**src/rtl/layer_line_sequencer_if.sv**
```systemverilog
// Signal bundle between the line sequencer and its surroundings: video timing,
// the layer renderer and the line buffer write port.
interface layer_line_sequencer_if;
  logic       line_start;
  logic       frame_start;
  logic [9:0] line_width;
  logic       render_start;
  logic [9:0] render_line;
  logic       render_done;
  logic [9:0] rnd_wr_idx;
  logic [7:0] rnd_wr_data;
  logic       rnd_wr_en;
  logic [9:0] lb_wr_idx;
  logic [7:0] lb_wr_data;
  logic       lb_wr_en;
  logic       lb_active_render_buffer;
  logic       composer_line_valid;
  logic       overrun;
  logic [7:0] overrun_count;

  modport master (
    input  line_start, frame_start, line_width, render_done,
           rnd_wr_idx, rnd_wr_data, rnd_wr_en,
    output render_start, render_line, lb_wr_idx, lb_wr_data, lb_wr_en,
           lb_active_render_buffer, composer_line_valid, overrun, overrun_count
  );

  modport slave (
    output line_start, frame_start, line_width, render_done,
           rnd_wr_idx, rnd_wr_data, rnd_wr_en,
    input  render_start, render_line, lb_wr_idx, lb_wr_data, lb_wr_en,
           lb_active_render_buffer, composer_line_valid, overrun, overrun_count
  );
endinterface

```
**src/rtl/layer_line_sequencer.sv**
```systemverilog
// Double-buffered line sequencer: swaps halves on line_start, zero-fills the new
// render half, then passes the write port to the renderer until render_done.
module layer_line_sequencer #(
  parameter int MAX_WIDTH = 768,
  parameter bit CLEAR_EN  = 1'b1
) (
  input logic                    clk,
  input logic                    rst_n,
  layer_line_sequencer_if.master bus
);

  typedef enum logic [1:0] {IDLE, CLEAR, RENDER, DONE} state_t;

  localparam logic [9:0] MAX_W = 10'(MAX_WIDTH);

  state_t     state;
  logic [9:0] width;
  logic [9:0] clr_idx;
  logic       sel;
  logic [9:0] line;
  logic       line_valid;
  logic       start_pulse;
  logic       overrun_pulse;
  logic [7:0] overrun_cnt;
  logic [9:0] width_new;
  logic       busy;

  assign width_new = (bus.line_width > MAX_W) ? MAX_W : bus.line_width;
  assign busy      = (state == CLEAR) || (state == RENDER);

  always_ff @(posedge clk or negedge rst_n) begin
    if (!rst_n) begin
      state         <= IDLE;
      width         <= '0;
      clr_idx       <= '0;
      sel           <= 1'b0;
      line          <= '0;
      line_valid    <= 1'b0;
      start_pulse   <= 1'b0;
      overrun_pulse <= 1'b0;
      overrun_cnt   <= '0;
    end else begin
      start_pulse   <= 1'b0;
      overrun_pulse <= 1'b0;
      if (bus.line_start) begin
        // A swap overrides whatever the current line was doing.
        sel           <= ~sel;
        width         <= width_new;
        clr_idx       <= '0;
        line_valid    <= (state == DONE);
        line          <= bus.frame_start ? '0 : line + 10'd1;
        overrun_pulse <= busy;
        if (!CLEAR_EN || width_new == '0) begin
          state       <= RENDER;
          start_pulse <= 1'b1;
        end else begin
          state <= CLEAR;
        end
      end else begin
        case (state)
          CLEAR: begin
            if (clr_idx == width - 10'd1) begin
              state       <= RENDER;
              start_pulse <= 1'b1;
            end else begin
              clr_idx <= clr_idx + 10'd1;
            end
          end
          RENDER: if (bus.render_done) state <= DONE;
          default: ;
        endcase
      end

      // Frame start restarts the count, keeping only this cycle's overrun.
      if (bus.frame_start)
        overrun_cnt <= {7'd0, bus.line_start & busy};
      else if (bus.line_start && busy && overrun_cnt != 8'hFF)
        overrun_cnt <= overrun_cnt + 8'd1;
    end
  end

  always_comb begin
    bus.lb_wr_en   = 1'b0;
    bus.lb_wr_idx  = '0;
    bus.lb_wr_data = '0;
    case (state)
      CLEAR: begin
        bus.lb_wr_en  = 1'b1;
        bus.lb_wr_idx = clr_idx;
      end
      RENDER: begin
        bus.lb_wr_en   = bus.rnd_wr_en && (bus.rnd_wr_idx < width);
        bus.lb_wr_idx  = bus.rnd_wr_idx;
        bus.lb_wr_data = bus.rnd_wr_data;
      end
      default: ;
    endcase
  end

  assign bus.render_start            = start_pulse;
  assign bus.render_line             = line;
  assign bus.lb_active_render_buffer = sel;
  assign bus.composer_line_valid     = line_valid;
  assign bus.overrun                 = overrun_pulse;
  assign bus.overrun_count           = overrun_cnt;

endmodule
```
**src/flat_wrapper.sv**
```systemverilog
// flat-port wrapper written by rule: the top's interface ports become plain ports
module layer_line_sequencer_flat 
#(
  parameter int MAX_WIDTH = 768,
  parameter bit CLEAR_EN  = 1'b1
)
  (clk, rst_n, bus_line_start, bus_frame_start, bus_line_width, bus_render_done, bus_rnd_wr_idx, bus_rnd_wr_data, bus_rnd_wr_en, bus_render_start, bus_render_line, bus_lb_wr_idx, bus_lb_wr_data, bus_lb_wr_en, bus_lb_active_render_buffer, bus_composer_line_valid, bus_overrun, bus_overrun_count);
  layer_line_sequencer_if bus_i ();
  input logic clk;
  input logic rst_n;
  input wire logic [$bits(bus_i.line_start)-1:0] bus_line_start;
  input wire logic [$bits(bus_i.frame_start)-1:0] bus_frame_start;
  input wire logic [$bits(bus_i.line_width)-1:0] bus_line_width;
  input wire logic [$bits(bus_i.render_done)-1:0] bus_render_done;
  input wire logic [$bits(bus_i.rnd_wr_idx)-1:0] bus_rnd_wr_idx;
  input wire logic [$bits(bus_i.rnd_wr_data)-1:0] bus_rnd_wr_data;
  input wire logic [$bits(bus_i.rnd_wr_en)-1:0] bus_rnd_wr_en;
  output wire logic [$bits(bus_i.render_start)-1:0] bus_render_start;
  output wire logic [$bits(bus_i.render_line)-1:0] bus_render_line;
  output wire logic [$bits(bus_i.lb_wr_idx)-1:0] bus_lb_wr_idx;
  output wire logic [$bits(bus_i.lb_wr_data)-1:0] bus_lb_wr_data;
  output wire logic [$bits(bus_i.lb_wr_en)-1:0] bus_lb_wr_en;
  output wire logic [$bits(bus_i.lb_active_render_buffer)-1:0] bus_lb_active_render_buffer;
  output wire logic [$bits(bus_i.composer_line_valid)-1:0] bus_composer_line_valid;
  output wire logic [$bits(bus_i.overrun)-1:0] bus_overrun;
  output wire logic [$bits(bus_i.overrun_count)-1:0] bus_overrun_count;
  assign bus_i.line_start = bus_line_start;
  assign bus_i.frame_start = bus_frame_start;
  assign bus_i.line_width = bus_line_width;
  assign bus_i.render_done = bus_render_done;
  assign bus_i.rnd_wr_idx = bus_rnd_wr_idx;
  assign bus_i.rnd_wr_data = bus_rnd_wr_data;
  assign bus_i.rnd_wr_en = bus_rnd_wr_en;
  assign bus_render_start = bus_i.render_start;
  assign bus_render_line = bus_i.render_line;
  assign bus_lb_wr_idx = bus_i.lb_wr_idx;
  assign bus_lb_wr_data = bus_i.lb_wr_data;
  assign bus_lb_wr_en = bus_i.lb_wr_en;
  assign bus_lb_active_render_buffer = bus_i.lb_active_render_buffer;
  assign bus_composer_line_valid = bus_i.composer_line_valid;
  assign bus_overrun = bus_i.overrun;
  assign bus_overrun_count = bus_i.overrun_count;
  layer_line_sequencer #(.MAX_WIDTH(MAX_WIDTH), .CLEAR_EN(CLEAR_EN)) u_core (.clk(clk), .rst_n(rst_n), .bus(bus_i));
endmodule
```
**config.mk**
```make
export PLATFORM = sky130hd
export DESIGN_NAME = layer_line_sequencer_flat
export DESIGN_NICKNAME = d
export VERILOG_FILES = /design/src/rtl/layer_line_sequencer_if.sv /design/src/rtl/layer_line_sequencer.sv /design/src/flat_wrapper.sv
export SDC_FILE = /design/constraint.sdc
export NUM_CORES = 1
export LEC_CHECK = 0
export ABC_AREA = 1
export CAP_MARGIN = 30
export CORE_ASPECT_RATIO = 0.9
export CORE_UTILIZATION = 29
export DETAILED_ROUTE_END_ITERATION = 6
export PLACE_DENSITY = 0.56
export SKIP_CTS_REPAIR_TIMING = 1
export SLEW_MARGIN = 20
export SYNTH_ARGS = -nofsm -noshare
export SYNTH_HDL_FRONTEND = slang
export SYNTH_SLANG_ARGS = --single-unit
export TNS_END_PERCENT = 20
```
**constraint.sdc**
```tcl
create_clock -name clk -period 2.3 [get_ports clk]
set_clock_uncertainty 0.05 [all_clocks]
set_input_delay 0.345 -clock clk [delete_from_list [all_inputs] [get_ports clk]]
set_output_delay 0.345 -clock clk [all_outputs]
set_load 0.01 [all_outputs]
```
* Yosys cells after proc, flatten, opt, wreduce, memory -nomap -nowiden
Cells that the tools add are included.
** Storage, ports and cells
- Flip-flop bits (word level) :: 44
- Input bits :: 34
- Output and inout port bits :: 41
- Word-level logic and storage cells :: 55
** Operators by class
- Add/subtract/negate cells :: 4
- $lt $le $gt $ge :: 2
- Eq/ne operators :: 8
- Muxes and demuxes :: 20
- Bitwise operators :: 2
- Reduce and logical (&&, ||, !) cells :: 10
** Operators with widths (number)
- $mux W10 :: 5
- $mux W8 :: 3
- $add A10 B1 Y10 const B :: 2
- $pmux W10 S2 :: 1
- $eq A10 B10 Y1 :: 1
- $gt A10 B10 Y1 const B :: 1
- $logic_not A10 Y1 :: 1
- $lt A10 B10 Y1 :: 1
- $sub A10 B1 Y10 const B :: 1
- $add A8 B1 Y8 const B :: 1
- $mux W2 :: 4
- $ne A8 B8 Y1 const B :: 1
- $ne A3 B3 Y1 const B :: 2
- $mux W1 :: 5
- $eq A2 B2 Y1 const B :: 2
- $pmux W2 S2 :: 1
- $reduce_bool A2 Y1 :: 2
- $logic_and A1 B1 Y1 :: 3
- $reduce_and A3 Y1 :: 1
- $reduce_bool A3 Y1 :: 1
- $eq A2 B1 Y1 const B :: 1
- $ne A2 B2 Y1 const B :: 1
- $pmux W1 S2 :: 1
- $reduce_and A2 Y1 :: 1
- 3 further kinds :: 3

* Logic depth before layout (Yosys ltp)
Gate-level depths: netlist (run 1).
- Word-level depth :: 6
- Gate-level depth with buffers :: 15
- Gate-level depth less buffers :: 15

* Least setup slack after synthesis (run 1)
OpenSTA, ideal clock, no wires.
- Path type :: flip-flop to output port
- Start :: register u_core.state[0]
- End :: output port bus_lb_wr_idx[5]
- Data arrival time :: 1459 ps
- Required time :: 1905 ps
- Setup slack :: 446 ps
- Stages on the path, launching flop included :: 7
- Buffers on the path :: 2
- Path through :: dfrtp_1 -> inv_1 -> ha_1 -> clkbuf_1 -> clkbuf_1 -> nand2_1 -> a21oi_1
** On the way
- Cells in the longest elaborated chain, start to end :: 2
- Elaborated cells on any way between the ends :: 3
- Classes of those cells :: eq/ne (2); mux (1)
** Ends and longest elaborated chain
- start: declaration :: RTL line layer_line_sequencer.sv:16 : state_t state;
- start signal: assignment :: RTL line layer_line_sequencer.sv:33 : state <= IDLE;
- start signal: assignment :: RTL line layer_line_sequencer.sv:54 : state <= RENDER;
- start signal: assignment :: RTL line layer_line_sequencer.sv:57 : state <= CLEAR;
- $eq A2 B2 Y1 or $eq A2 B1 Y1 (tied branches) :: RTL line layer_line_sequencer.sv:86 : case (state)
- $pmux W10 S2 * :: RTL line layer_line_sequencer.sv:86
- end: declaration :: RTL line flat_wrapper.sv:20 : output wire logic [$bits(bus_i.lb_wr_idx)-1:0] bus_lb_wr_idx;
Mark *: on every way between the ends. The rest lies on a longest branch, timed or not.

* Worst setup path after layout (run 1)
- Start :: input port bus_rnd_wr_idx[9]
- End :: output port bus_lb_wr_en
** On the way
- Cells in the longest elaborated chain, start to end :: 3
** Ends and longest elaborated chain
- start: declaration :: RTL line flat_wrapper.sv:15 : input wire logic [$bits(bus_i.rnd_wr_idx)-1:0] bus_rnd_wr_idx;
- $lt A10 B10 Y1 :: RTL line layer_line_sequencer.sv:92 : bus.lb_wr_en = bus.rnd_wr_en && (bus.rnd_wr_idx < width);
- $logic_and A1 B1 Y1 :: RTL line layer_line_sequencer.sv:92
- $pmux W1 S2 :: RTL line layer_line_sequencer.sv:86
- end: declaration :: RTL line flat_wrapper.sv:22 : output wire logic [$bits(bus_i.lb_wr_en)-1:0] bus_lb_wr_en;
No other way between the ends.

==> results of run 1 <==
cell type report:
class / count / area share [%]
clock buffer: 5 / 1.659
clock inverter: 2 / 1.448
inverter: 58 / 5.247
multi-input combinational: 298 / 37.67
sequential: 44 / 26.54
tap: 126 / 3.800
timing repair buffer: 98 / 23.64
worst min-delay path by stage:
stage                                   start                              to
2_1_floorplan                           rst_n  u_core.bus.composer_line_valid
3_3_place_gp   u_core.bus.composer_line_valid  u_core.bus.composer_line_valid
3_5_place_dp   u_core.bus.composer_line_valid  u_core.bus.composer_line_valid
4_1_cts                                 rst_n               u_core.clr_idx[9]
5_1_grt                                 rst_n       u_core.bus.render_line[8]
6_report                                rst_n       u_core.bus.render_line[9]
Yosys cell counts (all sizes together), types with 5 or more instances:
library cell | instances | area, um2
a21oi | 27 | 135.1
buf | 5 | 31.28
clkbuf | 7 | 26.28
dfrtp | 44 | 1101
ha | 16 | 200.2
inv | 58 | 217.7
nand2 | 120 | 452.9
nand3 | 34 | 170.2
nand3b | 5 | 37.54
nand4 | 6 | 37.54
nor2 | 34 | 142.6
o21ai | 17 | 85.08
o22ai | 8 | 50.05
xnor2 | 5 | 43.79
xor2 | 10 | 87.58
worst max-delay path: cells and delay by family:
family                     cells  cell delay, ns
adders and majority gates      1            0.33
AOI/OAI and AO/OA              4            0.54
buffers and inverters          2            0.60
and+or+nand+nor                1            0.11
where the power goes:
| part | internal, uW | total, uW | switching [uW] | leakage (uW) |
|---|---|---|---|---|
| clock | 428 | 714 | 287 | 0.0000642 |
| combinational | 488 | 1010 | 524 | 0.00150 |
| sequential | 853 | 927 | 73.6 | 0.000584 |
| total | 1770 | 2650 | 884 | 0.00215 |
metal layers:
metal	track usage (%)	part of all wire [%]
met2	27.98	47
met3	2.750	3.5
met4	4.636	1.6
met5	0	0
met1	21.69	48
layout by cell type, fill, tap and decap left out, types with 5 or more instances in the layout:
master	synthesis	routed
dlymetal6s2s_1	0	11
inv_1	53	53
dfrtp_1	44	44
nand4_1	6	6
a21oi_1	27	26
clkbuf_8	0	5
ha_1	16	15
nor2_1	30	30
nand2_1	119	119
inv_2	5	5
buf_4	0	21
xnor2_1	5	5
nand3_1	34	34
xor2_1	10	10
o22ai_1	8	8
o21ai_0	15	14
clkdlybuf4s50_1	0	62
nand3b_1	5	5
stage by stage:
stage	worst slack, ns	std cells	utilization, %
CTS	-0.4940	631	42.24
detailed placement	-0.4856	624	40.92
finish	-0.03099	631	42.59
floorplan	0.4459	412	-
global placement	-0.4926	624	40.92
global route	-0.09586	631	42.59
cells by family (layout without fill, tap and decap cells):
logic type,count (synthesis),in the layout,share of synthesized area [%]
flip-flops,44,44,37.54
adder cells (fa/ha/maj),16,16,6.826
AND/OR/NAND/NOR,206,206,30.25
XOR/XNOR,15,15,4.479
buffers and inverters,70,163,9.386
AO/OA/AOI/OAI,61,61,11.52
state kept, by name, summed over array words and instances, names as in the netlist:
register,cells
u_core.bus.composer_line_valid,1
u_core.bus.lb_active_render_buffer,1
u_core.bus.overrun,1
u_core.bus.overrun_count,8
u_core.bus.render_line,10
u_core.bus.render_start,1
u_core.clr_idx,10
u_core.state,2
u_core.width,10
==> results by group, run 1 <==
Run status
  • Outcome: finished, violations left
  • Failing checks: setup timing

Critical path
  • Crit Reg-Reg Endpoint: u_core.clr_idx[1]
  • Worst Path Required: between 1.5 and 2 ns
  • Startpoint types: primary input
  • Crit. End Element: output pin
  • R2r startpoint: u_core.width[1]
  • Worst Setup SP: bus_rnd_wr_idx[9]
  • Crit path to: bus_lb_wr_en
  • R2R depth: 16
  • CP arrival: 1.94 ns
  • CP Class: primary input to output pin
  • CP max FO: 2
  • Reg2Reg Setup Slack: around 0.2 ns
  • Max incr delay on CP: 0.43 ns
  • Critical path, cell by cell: clkdlybuf4s50_1 > ha_1 > a21oi_1 > o21ai_0 > a21oi_1 > nand4_1 > a21oi_2 > dlymetal6s2s_1
  • CP max stage cell: clkdlybuf4s50_1
  • Most used cell, CP: a21oi_1

Clocking
  • CTS clk-pin slew, worst paths: around 0.090 ns
  • Max H-tree Level: 2
  • TritonCTS Buffers: 5
  • Root Driver: clkbuf_8
  • CTS Sinks: 44
  • CTS tree: built
  • Clock Latency Late Sink: 0.31 ns
  • CTS Buffer Depth: 2

Cells and area
  • Multi-input gate area: 1563 um2
  • N_diodes: 0
  • Finished Cell Area: 4149 um2
  • Synthesis-to-layout area growth: 41.47%
  • Fraction of layout cells with a size suffix above 1: under 10%
  • Filler cell count in the final layout: between 900 and 1k
  • FF+latch area: roughly 1100 um2
  • NumNets Final: between 500 and 600

Timing
  • Setup TNS: -0.03099 ns
  • Least-Margin Pin Slew: just under 0.6 ns
  • RSZ-0062 raised after global routing: yes
  • Fin crit period: 2.331 ns
  • Max frequency: 429.0 MHz
  • Slew HR: 60.56%
  • Finish-stage setup viols: 1
  • Setup ws final: -0.03099 ns
  • Final hold slack: 0.07211 ns
  • Final Hold Fails: 0
  • Period Utilization, post-route: 101.3%
  • Fin. max-slew vios: 0

Floorplan
  • Die X: 108.0 um
  • Die extent in y: 97.41 um
  • Total die area: ~11000 um2
  • Initial core utilization: a little under a third
  • Num rows: 34
  • IO Count: 75
  • Core Box Area: 9742 um2

Synth
  • Count of state elements after synthesis: between 40 and 50
  • Synth unique cells: 32
  • Synth Area per Inst: 7.118 um2
  • Post-Syn Area: 2933 um2
  • Main synth FF type: dfrtp_1
  • Fraction of registers with async set/reset: between 90% and 100%
  • Synthesis warning total: 0
  • Net Count, Synth: 462
  • EDFF count, synth: 0
  • Synth Instances: about 400
  • Register area share after synthesis: ~38%

Route
  • Router iterations before antenna repair: 4
  • Remaining antenna violation count: 0
  • Via Count: between 2k and 3k
  • DRT iter0 DRCs: 65
  • Vias/cell: ~4.6
  • DRC Markers: 0
  • Total Routed Length: between 8000 and 9000 um
  • Drt wl/cell: 12.98 um

Run
  • Max-cap violations: 0

GRT
  • Gr ovfl total: 0
  • Largest net degree at the start of global routing: 45
  • Gr usage total: 16.61%
  • Number of global-route vias before repair: around 3k
  • Initial antenna violation count: 0
  • Wire length of the first global-routing pass: 13840 um

Placement
  • Gpl congestion: between 0.8 and 0.9
  • Buffers on Ports: 74
  • DP Wirelength: approximately 6200 um
  • Placed inst area: 3986 um2

Power and ir drop
  • Leak: 0.002151 uW
  • Maximum VDD drop: 0.0002722 V
  • PD cells: between 600 and 700 nW/um2
  • Total power: approximately 2700 uW

Worst hold path
  • Hold/Removal Path Class: primary input to async pin
(Power assumes the default switching activity.)
==> run 2: changes to the inputs <==
--- a/config.mk
+++ b/config.mk
@@ -11,6 +11,7 @@
 export CORE_UTILIZATION = 29
 export DETAILED_ROUTE_END_ITERATION = 6
 export PLACE_DENSITY = 0.56
+export SETUP_SLACK_MARGIN = 0.02
 export SKIP_CTS_REPAIR_TIMING = 1
 export SLEW_MARGIN = 20
 export SYNTH_ARGS = -nofsm -noshare
==> results by group, run 2 (synthesis results as in run 1) <==
Run status
  • Outcome: finished, violations left
  • Failing checks: setup timing

Clocking
  • Clock Latency Late Sink: 0.30 ns
  • CTS clk-pin slew, worst paths: 0.09 ns
  • Root Driver: clkbuf_8
  • CTS Buffer Depth: 2
  • TritonCTS Buffers: 5
  • Max H-tree Level: 2
  • CTS Sinks: 44
  • CTS tree: built

Critical path
  • Startpoint types: primary input
  • Max incr delay on CP: 0.43 ns
  • Critical path, cell by cell: clkdlybuf4s50_1 > ha_1 > a21oi_1 > o21ai_0 > a21oi_1 > nand4_1 > a21oi_2 > dlymetal6s2s_1
  • CP max FO: 2
  • R2R depth: 16
  • Crit Reg-Reg Endpoint: u_core.clr_idx[1]
  • R2r startpoint: u_core.width[1]
  • Cell family with most CP delay: buffers and inverters
  • Most used cell, CP: a21oi_1
  • Worst Path Required: 1.90 ns
  • Reg2Reg Setup Slack: between 0.2 and 0.25 ns
  • Worst Path Buf+Inv: 2
  • CP arrival: 1.94 ns
  • CP Class: primary input to output pin
  • Crit. End Element: output pin
  • CP max stage cell: clkdlybuf4s50_1

Cells and area
  • Filler cell count in the final layout: between 900 and 1k
  • Synthesis-to-layout area growth: 41.81%
  • Most frequent cells in the layout: nand2_1, clkdlybuf4s50_1, inv_1, dfrtp_1, nand3_1
  • Fraction of layout cells with a size suffix above 1: 9.486%
  • Fin util: 42.69%
  • Multi-input gate area: around 1600 um2
  • FF+latch area: 1101 um2
  • N_diodes: 0
  • Most common cell after layout, fill and taps aside: nand2_1
  • NumNets Final: 556

Floorplan
  • Die extent in y: 97.41 um
  • Die X: 108.0 um
  • Core Box Area: 9742 um2
  • Total die area: 10520 um2
  • IO Count: 75
  • Num rows: 34
  • Initial core utilization: 30.11%

Route
  • DRT iter0 DRCs: 68
  • Vias/cell: 4.650
  • Via Count: 2939
  • Remaining antenna violation count: 0
  • Router iterations before antenna repair: 4
  • Drt wl/cell: 13.01 um
  • DRC Markers: 0
  • Total Routed Length: 8224 um

GRT
  • M3 GR Usage: 2.750%
  • GR Util met2: between 20% and 30%
  • Initial antenna violation count: 0
  • Gr usage total: 16.61%
  • Met1 GRT Util: a little over a fifth
  • Top Usage Layer GRT: met2
  • Number of global-route vias before repair: a little under 3k
  • Gr ovfl total: 0
  • Wire length of the first global-routing pass: 13840 um
  • Largest net degree at the start of global routing: 45

Placement
  • Buffers on Ports: 74
  • DP Wirelength: slightly above 6000 um
  • Gpl congestion: 0.8396

Timing
  • Period Utilization, post-route: 101.3%
  • Slew HR: 60.64%
  • Max frequency: 429.1 MHz
  • Finish-stage setup viols: 1
  • Setup TNS: -0.03060 ns
  • Setup ws final: -0.03060 ns
  • Fin. max-slew vios: 0
  • Fin crit period: 2.331 ns
  • Least-Margin Pin Slew: just under 0.6 ns
  • Final hold slack: between 0.06 and 0.07 ns
  • Final Hold Fails: 0
  • RSZ-0062 raised after global routing: yes

Power and ir drop
  • PD cells: 640.4 nW/um2
  • Maximum VDD drop: between 0.0002 and 0.0003 V
  • Leak: between 0.002 and 0.0025 uW

Worst hold path
  • Hold/Removal Path Class: primary input to async pin

Run
  • Max-cap violations: 0
run 2: cell count changes in the layout (fill, tap and decap cells not counted):
cell,change
nor2_1,-1
nor2_2,+1
buf_4,+1
run 2: power breakdown:
group	leakage, uW	switching, uW	internal [uW]
combinational	0.00151	525	495
sequential	0.000584	73.9	854
clock	0.0000642	289	428
run 2: cell type report:
type                       count  share of cell area, %
timing repair buffer          99                  23.77
multi-input combinational    298                  37.64
clock buffer                   5                  1.655
clock inverter                 2                  1.444
tap                          126                  3.791
inverter                      58                  5.235
sequential                    44                  26.47
run 2: metal layers:
layer,vias up,wire length (um)
met5,-,0
met4,0,93
met3,9,303
met2,56,3909
met1,1370,3918
li1,1504,-
run 2: how the worst max path moves through the flow:
stage	slack, ns	from	end	cells after the start
final	-0.03	bus_rnd_wr_idx[9]	bus_lb_wr_en	8
after global routing	-0.1	bus_rnd_wr_idx[9]	bus_lb_wr_en	8
after CTS	-0.49	bus_rnd_wr_idx[3]	bus_lb_wr_en	8
after detailed placement	-0.49	bus_rnd_wr_idx[3]	bus_lb_wr_en	8
after global placement	-0.49	bus_rnd_wr_idx[5]	bus_lb_wr_en	8
after floorplan	0.45	u_core.state[0]	bus_lb_wr_idx[5]	6
run 2: through the flow:
step                      total power [uW]  instance area (um2)  setup WS, ns  std cells
after floorplan                       1419                 2933        0.4459        412
final                                 2663                 4159      -0.03060        632
after CTS                             2679                 4115       -0.4940        631
after global routing                  2834                 4159      -0.09586        632
after detailed placement              1963                 3986       -0.4856        624
after global placement                1950                 3986       -0.4926        624
